===== src/rtl/sonic_rx_arb_pkg.sv =====
// sonic_rx_arb_pkg
// Shared definitions for the two-requester RX stream lane arbiter:
//   arb_state_e      - arbiter FSM state encoding (IDLE / GRANT0 / GRANT1)
//   DATA_W_DEFAULT   - default payload width (64 data + 8 control bits)
//   MAX_HOLD_DEFAULT - default beats per grant before hold_err is raised
package sonic_rx_arb_pkg;

  typedef enum logic [1:0] {
    IDLE   = 2'd0,
    GRANT0 = 2'd1,
    GRANT1 = 2'd2
  } arb_state_e;

  localparam int DATA_W_DEFAULT   = 72;
  localparam int MAX_HOLD_DEFAULT = 256;

endpackage


===== src/rtl/sonic_rx_arb_rr2.sv =====
// sonic_rx_arb_rr2
// Two-way round-robin pick. When both requests are present the requester
// that did not win last time is chosen.
// Ports:
//   req0, req1  in  : request lines
//   last_grant  in  : index of the most recent winner
//   gnt_valid   out : at least one request present
//   gnt_idx     out : chosen requester index (meaningful when gnt_valid)
module sonic_rx_arb_rr2 (
  input  logic req0,
  input  logic req1,
  input  logic last_grant,
  output logic gnt_valid,
  output logic gnt_idx
);

  always_comb begin
    gnt_valid = req0 | req1;
    gnt_idx   = 1'b0;
    if (req0 && req1) begin
      gnt_idx = ~last_grant;
    end else if (req1) begin
      gnt_idx = 1'b1;
    end
  end

endmodule


===== src/rtl/sonic_rx_st_lane_arbiter.sv =====
// sonic_rx_st_lane_arbiter
// Packet-granular 2:1 arbiter merging two RX streams onto one output stream
// feeding the lane decoder timing adapter. A grant is taken only on an sop
// beat and held until the eop beat; non-sop beats that arrive while idle are
// accepted and dropped. The output stage is a single register slice.
//
// Optional feature macro: SONIC_RX_ARB_STATS_EN adds the pkt_cnt0, pkt_cnt1
// and drop_cnt statistics outputs.
//
// Ports:
//   clk, reset_n                    : clock, async active-low reset
//   inN_valid/data/sop/eop, inN_ready : requester streams (N = 0, 1)
//   out_valid/data/sop/eop/src, out_ready : merged output stream
//   hold_err                        : sticky; grant ran to MAX_HOLD beats or
//                                     an sop was seen inside a packet
//   pkt_cnt0, pkt_cnt1, drop_cnt    : statistics (macro builds only)
//
// state  | meaning
// IDLE   | no grant; waiting for an sop, non-sop beats are dropped
// GRANT0 | requester 0 owns the output until its eop beat is accepted
// GRANT1 | requester 1 owns the output until its eop beat is accepted
module sonic_rx_st_lane_arbiter
  import sonic_rx_arb_pkg::*;
#(
  parameter int DATA_W   = DATA_W_DEFAULT,
  parameter int MAX_HOLD = MAX_HOLD_DEFAULT
) (
  input  logic              clk,
  input  logic              reset_n,
  input  logic              in0_valid,
  input  logic [DATA_W-1:0] in0_data,
  input  logic              in0_sop,
  input  logic              in0_eop,
  output logic              in0_ready,
  input  logic              in1_valid,
  input  logic [DATA_W-1:0] in1_data,
  input  logic              in1_sop,
  input  logic              in1_eop,
  output logic              in1_ready,
  output logic              out_valid,
  output logic [DATA_W-1:0] out_data,
  output logic              out_sop,
  output logic              out_eop,
  output logic              out_src,
  input  logic              out_ready,
  output logic              hold_err
`ifdef SONIC_RX_ARB_STATS_EN
  ,
  output logic [31:0]       pkt_cnt0,
  output logic [31:0]       pkt_cnt1,
  output logic [15:0]       drop_cnt
`endif
);

  localparam int CNT_W = $clog2(MAX_HOLD + 1);

  arb_state_e        state, state_nxt;
  logic              last_grant;
  logic [CNT_W-1:0]  beat_cnt;
  logic              pick_valid;
  logic              pick_idx;
  logic              out_load;
  logic              fwd0, fwd1, fwd;
  logic              fwd_idx;
  logic [DATA_W-1:0] fwd_data;
  logic              fwd_sop, fwd_eop;

  sonic_rx_arb_rr2 u_rr2 (
    .req0       (in0_valid & in0_sop),
    .req1       (in1_valid & in1_sop),
    .last_grant (last_grant),
    .gnt_valid  (pick_valid),
    .gnt_idx    (pick_idx)
  );

  // The output slice can take a new beat when it is empty or being drained.
  assign out_load = out_ready | ~out_valid;

  always_comb begin
    state_nxt = state;
    in0_ready = 1'b0;
    in1_ready = 1'b0;
    case (state)
      IDLE: begin
        // sop beats wait for the grant; anything else is swallowed here.
        in0_ready = in0_valid & ~in0_sop;
        in1_ready = in1_valid & ~in1_sop;
        if (pick_valid) begin
          state_nxt = pick_idx ? GRANT1 : GRANT0;
        end
      end
      GRANT0: begin
        in0_ready = out_load;
        if (in0_valid && out_load && in0_eop) begin
          state_nxt = IDLE;
        end
      end
      GRANT1: begin
        in1_ready = out_load;
        if (in1_valid && out_load && in1_eop) begin
          state_nxt = IDLE;
        end
      end
      default: state_nxt = IDLE;
    endcase
    // State already sits in IDLE during reset; this keeps readies low too.
    in0_ready = in0_ready & reset_n;
    in1_ready = in1_ready & reset_n;
  end

  assign fwd0     = (state == GRANT0) & in0_valid & in0_ready;
  assign fwd1     = (state == GRANT1) & in1_valid & in1_ready;
  assign fwd      = fwd0 | fwd1;
  assign fwd_idx  = (state == GRANT1);
  assign fwd_data = fwd_idx ? in1_data : in0_data;
  assign fwd_sop  = fwd_idx ? in1_sop  : in0_sop;
  assign fwd_eop  = fwd_idx ? in1_eop  : in0_eop;

  always_ff @(posedge clk or negedge reset_n) begin
    if (!reset_n) begin
      state      <= IDLE;
      last_grant <= 1'b1;
      beat_cnt   <= '0;
      hold_err   <= 1'b0;
      out_valid  <= 1'b0;
      out_data   <= '0;
      out_sop    <= 1'b0;
      out_eop    <= 1'b0;
      out_src    <= 1'b0;
    end else begin
      state <= state_nxt;
      if (fwd && fwd_eop) begin
        last_grant <= fwd_idx;
      end
      if (fwd) begin
        if (fwd_eop) begin
          beat_cnt <= '0;
        end else if (beat_cnt < CNT_W'(MAX_HOLD)) begin
          beat_cnt <= beat_cnt + 1'b1;
        end
        // This beat is number MAX_HOLD or later, or a stray sop mid-packet.
        if ((beat_cnt >= CNT_W'(MAX_HOLD - 1)) || (fwd_sop && (beat_cnt != '0))) begin
          hold_err <= 1'b1;
        end
      end
      if (out_load) begin
        out_valid <= fwd;
        if (fwd) begin
          out_data <= fwd_data;
          out_sop  <= fwd_sop;
          out_eop  <= fwd_eop;
          out_src  <= fwd_idx;
        end
      end
    end
  end

`ifdef SONIC_RX_ARB_STATS_EN
  logic        drop0, drop1;
  logic [16:0] drop_sum;

  assign drop0    = (state == IDLE) & in0_valid & in0_ready;
  assign drop1    = (state == IDLE) & in1_valid & in1_ready;
  assign drop_sum = {1'b0, drop_cnt} + 17'(drop0) + 17'(drop1);

  always_ff @(posedge clk or negedge reset_n) begin
    if (!reset_n) begin
      pkt_cnt0 <= '0;
      pkt_cnt1 <= '0;
      drop_cnt <= '0;
    end else begin
      if (fwd0 && in0_eop) begin
        pkt_cnt0 <= pkt_cnt0 + 32'd1;
      end
      if (fwd1 && in1_eop) begin
        pkt_cnt1 <= pkt_cnt1 + 32'd1;
      end
      drop_cnt <= drop_sum[16] ? 16'hFFFF : drop_sum[15:0];
    end
  end
`endif

endmodule


===== config.mk =====
export PLATFORM = sky130hd
export DESIGN_NAME = sonic_rx_st_lane_arbiter
export DESIGN_NICKNAME = d
export VERILOG_FILES = /design/src/rtl/sonic_rx_arb_pkg.sv /design/src/rtl/sonic_rx_arb_rr2.sv /design/src/rtl/sonic_rx_st_lane_arbiter.sv
export SDC_FILE = /design/constraint.sdc
export NUM_CORES = 1
export LEC_CHECK = 0
export BUFFER_PORTS_ARGS = -buffer_cell sky130_fd_sc_hd__buf_4
export CAP_MARGIN = 5
export CORE_MARGIN = 2
export CORE_UTILIZATION = 41
export DETAILED_ROUTE_END_ITERATION = 7
export PLACE_DENSITY = 0.8
export SLEW_MARGIN = 20
export SYNTH_ARGS = -nofsm -noshare
export SYNTH_HDL_FRONTEND = slang
export SYNTH_HIERARCHICAL = 1
export SYNTH_SLANG_ARGS = --single-unit

===== constraint.sdc =====
create_clock -name clk -period 1.6 [get_ports clk]
set_input_delay 0.32 -clock clk [delete_from_list [all_inputs] [get_ports clk]]
set_output_delay 0.32 -clock clk [all_outputs]
set_load 0.03 [all_outputs]

==> run summary, run 1 <==
status: finished with violations
failing checks: setup timing
core area: 10300 um^2
Primary FF master, synth: dfrtp_1
Die Wd: 107 um
Combinational Power Share: 60.9%
DR WL/cell: 20.6 um
Worst Path Required: 1.87 ns
largest registers: out_data x72, beat_cnt x9, state x2
PD cells: 1900 nW/um^2
first-pass GRT wire length: 25400 um
Port Buffers: 231
Slew headroom: 60.5%
share of layout cells above drive strength 1: 54.7%
share of the yosys chip area belonging to registers: 51.1%
final setup vio count: 85
Skew-Pair Late Insertion Delay: 0.37 ns
number of global-route vias before repair: 5100
Max Fanout on Critical Path: 8
pin count of the biggest net entering global routing: 48
DR vias: 5224
CP Class: register to register
Worst EP arrival: 2.06 ns
diode count: 0
startpoint types: register
Yosys top cell area share: 50.5%
Flop pwr share: 27.2%
slowest cell on the critical path: dfrtp_1
dpl ws: -0.140 ns
Clock Sinks: 89
Synth Instances: 505
placer congestion estimate: 0.884
Max Used Layer: met4
chip height: 107 um
gr ovfl total: 0
RSZ-0062 raised after global routing: true
# DRC: 0
HP Class: input port to async pin
Util after Layout: 77.7%
deepest clock path buffer count: 2
Synth warnings: 6
Async SR Flop Fraction: 100%
post-layout power: 15.2 mW
TritonCTS Buffers: 9
Top reg by flops: out_data
met2 WL: 9880 um
Final Net Count: 941
number of routed nets with antenna violations: 0
Switching Share: 46.0%
Max-Cap Viols: 0
GRT Util Overall: 28.2%
# rows: 37
P_sw: 7.01 mW
Root Buffer: clkbuf_8
CTS tree: yes
minimum clock period: 1.79 ns
WL met3: 1330 um
Synth area leader: dfrtp_1
TNS Setup: -9.08 ns
CTS HTree Levels: 3
#FFs+latches synth: 89
synthesized net count: 661
post-DP HPWL: 10200 um
critical path, cell by cell: buf_6 > and3b_4 > o211a_4 > clkbuf_16 > nor2_2 > a31oi_1
Cell variety after synth: 48
Initial Util: 42.2%
final hold vios: 0
initial antenna violation count: 0
M1 wire length: 7170 um
worst-margin pin slew: 0.593 ns
Largest register FFs: 72
Critical Path End Type: register
Final WS setup: -0.193 ns
Avg Inst Size Synth: 8.63 um^2
fmax: 0.558 GHz
Slew Limit Fails: 0
Pint: 8.23 mW
Tcrit/Tclk final: 112%
P_leak: 3.61 nW
Post-synth EDFFs: 0
Clock Pin Slew Worst Setup and Hold Paths: 0.10 ns
I/O Pins: 232
CP max stage delay: 0.41 ns
peak supply drop: 935 uV
drt via density: 5.64
final WL: 19100 um
DRT Pass-1 Iters: 5
full die area: 11500 um^2
1st-iter DRT viols: 470
Fin Clk Skew: 0.0180 ns
synthesized area: 4360 um^2
clock power share: 11.8%
hold slack: 0.178 ns
Area Overhead vs Synth: 84.1%
dominant cells by area after synthesis: dfrtp_1 51%, nand2_1 13%, a31oi_1 10%
[cell usage in the layout, fill, tap and decap left out, types with 3 or more instances in the layout]
cell type,netlist,routed
o21ai_0,8,3
o211a_4,1,3
nor2b_1,4,3
nor2_2,0,28
clkbuf_8,0,10
buf_12,0,11
o21ai_2,1,5
a31oi_4,0,23
buf_6,3,24
clkinv_4,0,3
nor2_1,82,28
dfrtp_1,88,88
a21oi_1,5,5
buf_16,0,3
clkbuf_16,0,6
a31oi_2,0,4
nand3_1,4,4
a31oi_1,72,45
buf_8,1,4
inv_1,5,3
nor2_4,0,26
nand2_1,151,151
buf_4,12,254
[power by group through the flow]
| stage | Sequential [mW] | Clock [mW] | Combinational (mW) |
|---|---|---|---|
| after CTS | 3.86 | 1.79 | 7.71 |
| after global placement | 3.86 | 0 | 6.61 |
| final | 4.15 | 1.80 | 9.29 |
| after floorplan | 5.76 | 0 | 2.19 |
| after detailed placement | 3.92 | 0 | 6.76 |
| after global routing | 4.23 | 1.90 | 9.69 |
[per-layer routing]
layer	global-route usage [%]	vias up
li1	-	2301
met1	34.7	2545
met4	11.7	0
met5	0	-
met3	4.32	68
met2	49.2	310
[stage by stage]
step	area, um^2	cells
final	8020	926
after global routing	8020	926
after CTS	7200	913
after detailed placement	6330	867
after global placement	6330	867
after floorplan	4380	505
[final cells by class]
cell class | instances | area [um^2]
clock buffer | 10 | 138
tap | 136 | 170
inverter | 5 | 18.8
timing repair buffer | 303 | 2700
clock inverter | 6 | 91.3
sequential | 89 | 2230
multi-input combinational | 377 | 2680
fill | 609 | 2300
[path summary, 6_finish.rpt]
| kind | from | end | slack (ns) | cells past startpoint |
|---|---|---|---|---|
| max in group asynchronous | reset_n | out_src | 0.98 | 2 |
| min in group clk | in1_data[47] | out_data[47] | 0.20 | 3 |
| worst max-delay path | state[1] | out_data[64] | -0.19 | 6 |
| worst max register to register | state[1] | out_data[64] | -0.19 | 6 |
| worst min register to register | out_src | out_src | 0.50 | 2 |
| worst min-delay path | reset_n | beat_cnt[6] | 0.18 | 2 |
[cell usage after synthesis, types with 4 or more instances]
master / number
nand2_1: 151
dfrtp_1: 88
nor2_1: 82
a31oi_1: 72
buf_2: 18
buf_4: 12
o21ai_0: 8
a21oi_1: 5
inv_1: 5
nand3_1: 4
nor2b_1: 4
[critical path, delay by kind of cell (launching register included)]
family,cells,cell delay [ns]
AO/OA/AOI/OAI,2,0.52
buffers and inverters,2,0.35
flip-flops,1,0.41
AND/OR/NAND/NOR,2,0.40
[cell families (layout without fill, tap and decap cells)]
| family | Yosys count | count (layout) | share of synthesized area [%] |
|---|---|---|---|
| compound gates | 106 | 108 | 16.4 |
| fa+ha+maj | 3 | 3 | 0.861 |
| buf+inv | 41 | 324 | 5.86 |
| flops | 89 | 89 | 51.1 |
| mux | 2 | 2 | 0.459 |
| simple gates | 264 | 264 | 25.3 |
[what timing repair did]
item                       4_1_cts  5_1_grt
setup endpoints to repair       35       87
cloned                          11        6
pin swaps                        7       18
resized for setup               41      158
hold endpoints to repair         3        0
hold buffers                     1        0
buffers inserted                18       14
Note: power is estimated with default switching activity, not from simulation.
==> run 2: changes to the inputs <==
--- a/config.mk
+++ b/config.mk
@@ -10,7 +10,7 @@
 export CORE_MARGIN = 2
 export CORE_UTILIZATION = 41
 export DETAILED_ROUTE_END_ITERATION = 7
-export PLACE_DENSITY = 0.8
+export PLACE_DENSITY = 0.77
 export SLEW_MARGIN = 20
 export SYNTH_ARGS = -nofsm -noshare
 export SYNTH_HDL_FRONTEND = slang
==> run summary, run 2 (same netlist as run 1, synthesis figures left out) <==
CTS HTree Levels: 3
most frequent cells in the layout: 255 x buf_4, 150 x nand2_1, 88 x dfrtp_1
Fin Clk Skew: 0.0104 ns
Largest register FFs: 72
peak supply drop: 1110 uV
largest registers: out_data x72, beat_cnt x9, state x2
Max-Cap Viols: 0
PD cells: 1830 nW/um^2
reg2reg setup slack: -0.17 ns
share of layout cells above drive strength 1: 42.7%
TNS Setup: -7.56 ns
Clock Pin Slew Worst Setup and Hold Paths: 0.09 ns
Tcrit/Tclk final: 111%
CP Class: register to register
DRT Pass-1 Iters: 5
startpoint types: register
diode count: 0
status: finished with violations
gr ovfl total: 0
final setup vio count: 85
final WL: 14800 um
initial antenna violation count: 0
worst-margin pin slew: 0.558 ns
failing checks: setup timing
DR vias: 4738
chip height: 107 um
most common cell after layout, fill and taps aside: buf_4
fmax: 0.565 GHz
RSZ-0062 raised after global routing: true
CTS tree: yes
drt via density: 5.25
Slew headroom: 62.8%
Skew-Pair Late Insertion Delay: 0.36 ns
# DRC: 0
final hold vios: 0
number of routed nets with antenna violations: 0
full die area: 11500 um^2
I/O Pins: 232
Initial Util: 42.2%
deepest clock path buffer count: 2
TritonCTS Buffers: 9
DR WL/cell: 16.4 um
worst reg-to-reg path cell count: 7
R2R Path End: beat_cnt[5]
Finished Layout Cells: 902
GRT Util Overall: 23.6%
Worst Path Required: 1.85 ns
P_leak: 3.31 nW
Final WS setup: -0.171 ns
Area Overhead vs Synth: 58.2%
1st-iter DRT viols: 400
Max Fanout on Critical Path: 6
Critical Path End Type: register
Final Net Count: 918
Top reg by flops: out_data
Root Buffer: clkbuf_8
FF+latch area: 2230 um^2
multi-input logic area: 2010 um^2
Port Buffers: 231
placer congestion estimate: 0.839
post-DP HPWL: 10000 um
Worst EP arrival: 2.02 ns
R2R Path Start: state[0]
Clock Sinks: 89
number of global-route vias before repair: 4469
# rows: 37
Die Wd: 107 um
core area: 10300 um^2
HP Class: input port to async pin
Filler cells: 810
Slew Limit Fails: 0
pin count of the biggest net entering global routing: 49
Placed Cells: 869
first-pass GRT wire length: 21600 um
minimum clock period: 1.77 ns
-- run 2: cell count changes in the layout (fill, tap and decap cells not counted), moves of 10 or more --
cell,previous run,this run
nor2_2,28,4
a31oi_1,45,72
a31oi_4,23,0
nor2_1,28,75
buf_6,24,14
nor2_4,26,3
-- run 2: report_power, final --
part,switching [mW],internal (mW),total [mW]
Clock,0.788,0.596,1.38
Sequential,0.621,3.27,3.89
Combinational,4.29,3.02,7.32
Total,5.70,6.89,12.6
-- run 2: worst max-delay path, cell delays in order, from the launching register on --
cell and delay (ns):
dfrtp_1 0.42, buf_12 0.15, buf_6 0.12, and3b_4 0.19
buf_4 0.14, o211a_2 0.32, nand4b_1 0.11, a21bo_2 0.22
-- run 2: repair_timing --
action | CTS | global route
gates resized for setup | 15 | 31
setup endpoints to repair | 34 | 88
hold buffers | 1 | 0
cloned | 0 | 4
pin swaps | 7 | 8
endpoints found under the hold margin | 10 | 0
setup buffers | 7 | 6
-- run 2: layout make-up --
type / count / area share [%]
Sequential cell: 89 / 32.3
Multi-Input combinational cell: 376 / 29.1
Clock inverter: 3 / 0.254
Clock buffer: 12 / 2.10
Tap cell: 136 / 2.47
Timing Repair Buffer: 281 / 33.5
Inverter: 5 / 0.272
-- run 2: through the flow --
step	setup WS (ns)	util (%)	cell area, um^2	hold slack (ns)	power (mW)
finish	-0.171	66.8	6900	0.125	12.6
global placement	0.0123	61.8	6380	0.164	10.5
detailed placement	-0.0200	61.8	6380	0.165	10.7
floorplan	0.0344	-	4380	0.0244	7.95
CTS	-0.166	64.6	6670	0.121	12.3
global route	-0.234	66.8	6900	0.171	13.3
-- run 2: worst max-delay path by stage --
| stage | slack (ns) | start | to | depth (start not counted) |
|---|---|---|---|---|
| finish | -0.17 | state[0] | beat_cnt[5] | 7 |
| CTS | -0.17 | state[1] | in1_ready | 5 |
| floorplan | 0.03 | beat_cnt[0] | hold_err | 6 |
| detailed placement | -0.02 | beat_cnt[0] | hold_err | 6 |
| global route | -0.23 | state[0] | out_data[2] | 7 |
| global placement | 0.01 | beat_cnt[0] | hold_err | 6 |
-- run 2: metal layers --
metal	global-route usage [%]	part of all wire, %
met4	9.46	2.3
met1	30.0	40
met3	3.47	6.8
met2	40.5	51
met5	0	0
==> run 3: changes to the inputs <==
--- a/config.mk
+++ b/config.mk
@@ -10,7 +10,7 @@
 export CORE_MARGIN = 2
 export CORE_UTILIZATION = 41
 export DETAILED_ROUTE_END_ITERATION = 7
-export PLACE_DENSITY = 0.77
+export PLACE_DENSITY = 0.85
 export SLEW_MARGIN = 20
 export SYNTH_ARGS = -nofsm -noshare
 export SYNTH_HDL_FRONTEND = slang
==> run summary, run 3 (same netlist as run 1, synthesis figures left out) <==
status: finished with violations
failing checks: setup timing
Slew Limit Fails: 0
post-DP HPWL: 10100 um
final hold vios: 0
GRT Util Overall: 26.0%
Largest register FFs: 72
Critical Path End Type: register
Area Overhead vs Synth: 67.4%
drt via density: 5.52
Max Fanout on Critical Path: 8
1st-iter DRT viols: 431
largest registers: out_data x72, beat_cnt x9, state x2
deepest clock path buffer count: 2
multi-input logic area: 2220 um^2
placer congestion estimate: 0.900
core area: 10300 um^2
Switching Share: 45.4%
Worst Path Required: 1.86 ns
Clock Pin Slew Worst Setup and Hold Paths: 0.08 ns
worst-margin pin slew: 0.562 ns
gr ovfl total: 0
final setup vio count: 81
Final Net Count: 924
diode count: 0
HP Class: input port to async pin
met2 WL: 8340 um
WL met3: 1250 um
PD cells: 1850 nW/um^2
Pint: 7.35 mW
P_sw: 6.12 mW
RSZ-0062 raised after global routing: true
CP Class: register to register
final WL: 16200 um
Die Wd: 107 um
clock power share: 11.0%
Worst EP arrival: 2.01 ns
CTS tree: yes
dpl ws: -0.0847 ns
Initial Util: 42.2%
Clock Sinks: 89
TritonCTS Buffers: 9
# rows: 37
DR WL/cell: 17.9 um
final instance area: 7300 um^2
Skew-Pair Late Insertion Delay: 0.35 ns
Flop pwr share: 29.9%
Max Used Layer: met4
DRT Pass-1 Iters: 6
pin count of the biggest net entering global routing: 46
Fin Clk Skew: 0.0105 ns
chip height: 107 um
initial antenna violation count: 0
Final WS setup: -0.147 ns
post-layout power: 13.5 mW
CTS HTree Levels: 3
Slew headroom: 62.2%
fmax: 0.572 GHz
Filler cells: 730
# DRC: 0
share of layout cells above drive strength 1: 47.4%
peak supply drop: 999 uV
dpl cell area: 6310 um^2
Tcrit/Tclk final: 109%
DR vias: 5014
minimum clock period: 1.75 ns
most common cell after layout, fill and taps aside: buf_4
I/O Pins: 232
startpoint types: register
most frequent cells in the layout: 259 x buf_4, 151 x nand2_1, 88 x dfrtp_1
Port Buffers: 231
Util after Layout: 70.7%
number of routed nets with antenna violations: 0
Top reg by flops: out_data
P_leak: 3.41 nW
Max-Cap Viols: 0
Combinational Power Share: 59.1%
full die area: 11500 um^2
Root Buffer: clkbuf_8
FF+latch area: 2230 um^2
number of global-route vias before repair: 4907
first-pass GRT wire length: 23700 um
M1 wire length: 6130 um
run 3: cell types whose count changed in the layout (fill, tap and decap cells not counted), sizes merged:
| cell | delta |
|---|---|
| buf | +3 |
| bufinv | +1 |
| clkbuf | +3 |
| clkinv | -1 |
run 3: critical path, stage by stage (launching register included):
cell and delay, ns:
dfrtp_1 0.41, buf_6 0.14, and3b_4 0.30, o211a_4 0.27, buf_6 0.14, clkbuf_16 0.19, nor2_4 0.04, a31oi_1 0.16
run 3: layout make-up:
type | count | area share, %
repair buffers | 287 | 34.0
flip-flops and latches | 89 | 30.5
multi-input cells | 376 | 30.5
well taps | 136 | 2.33
clock buffers | 12 | 1.85
clock inverters | 3 | 0.583
inverters | 5 | 0.257
run 3: worst paths after layout:
kind / start / endpoint / slack (ns) / cells past startpoint
setup reg to reg: state[1] / out_data[70] / -0.15 / 7
setup / recovery: state[1] / out_data[70] / -0.15 / 7
hold / removal: reset_n / out_sop / 0.02 / 2
hold reg to reg: out_src / out_src / 0.49 / 2
min in group clk: in1_data[20] / out_data[20] / 0.22 / 3
max in group asynchronous: reset_n / out_data[21] / 1.03 / 2
run 3: routing by layer:
metal / up-vias / global-route usage (%)
li1: 2262 / -
met1: 2408 / 30.9
met2: 287 / 45.7
met3: 57 / 4.44
met4: 0 / 12.1
met5: - / 0
run 3: power groups by stage:
stage,Sequential (mW),Combinational (mW),Clock [mW]
final,4.03,7.96,1.48
after global routing,4.13,8.39,1.62
after CTS,3.86,7.32,1.51
after detailed placement,3.92,6.68,0
after global placement,3.85,6.54,0
after floorplan,5.76,2.19,0
run 3: through the flow:
stage	setup TNS, ns	std cells	hold slack (ns)
after floorplan	0	505	0.0244
after global placement	-0.0528	865	0.148
after detailed placement	-0.369	865	0.145
after CTS	-3.91	902	0.00956
after global routing	-11.09	908	0.0247
final	-5.74	908	0.0154
run 3: what timing repair did:
item | 4_1_cts | 5_1_grt
pin swaps | 8 | 8
setup endpoints to repair | 50 | 87
setup buffers | 14 | 2
endpoints found under the hold margin | 1 | 0
resized for setup | 37 | 67
hold buffers | 1 | 0
cloned | 7 | 5
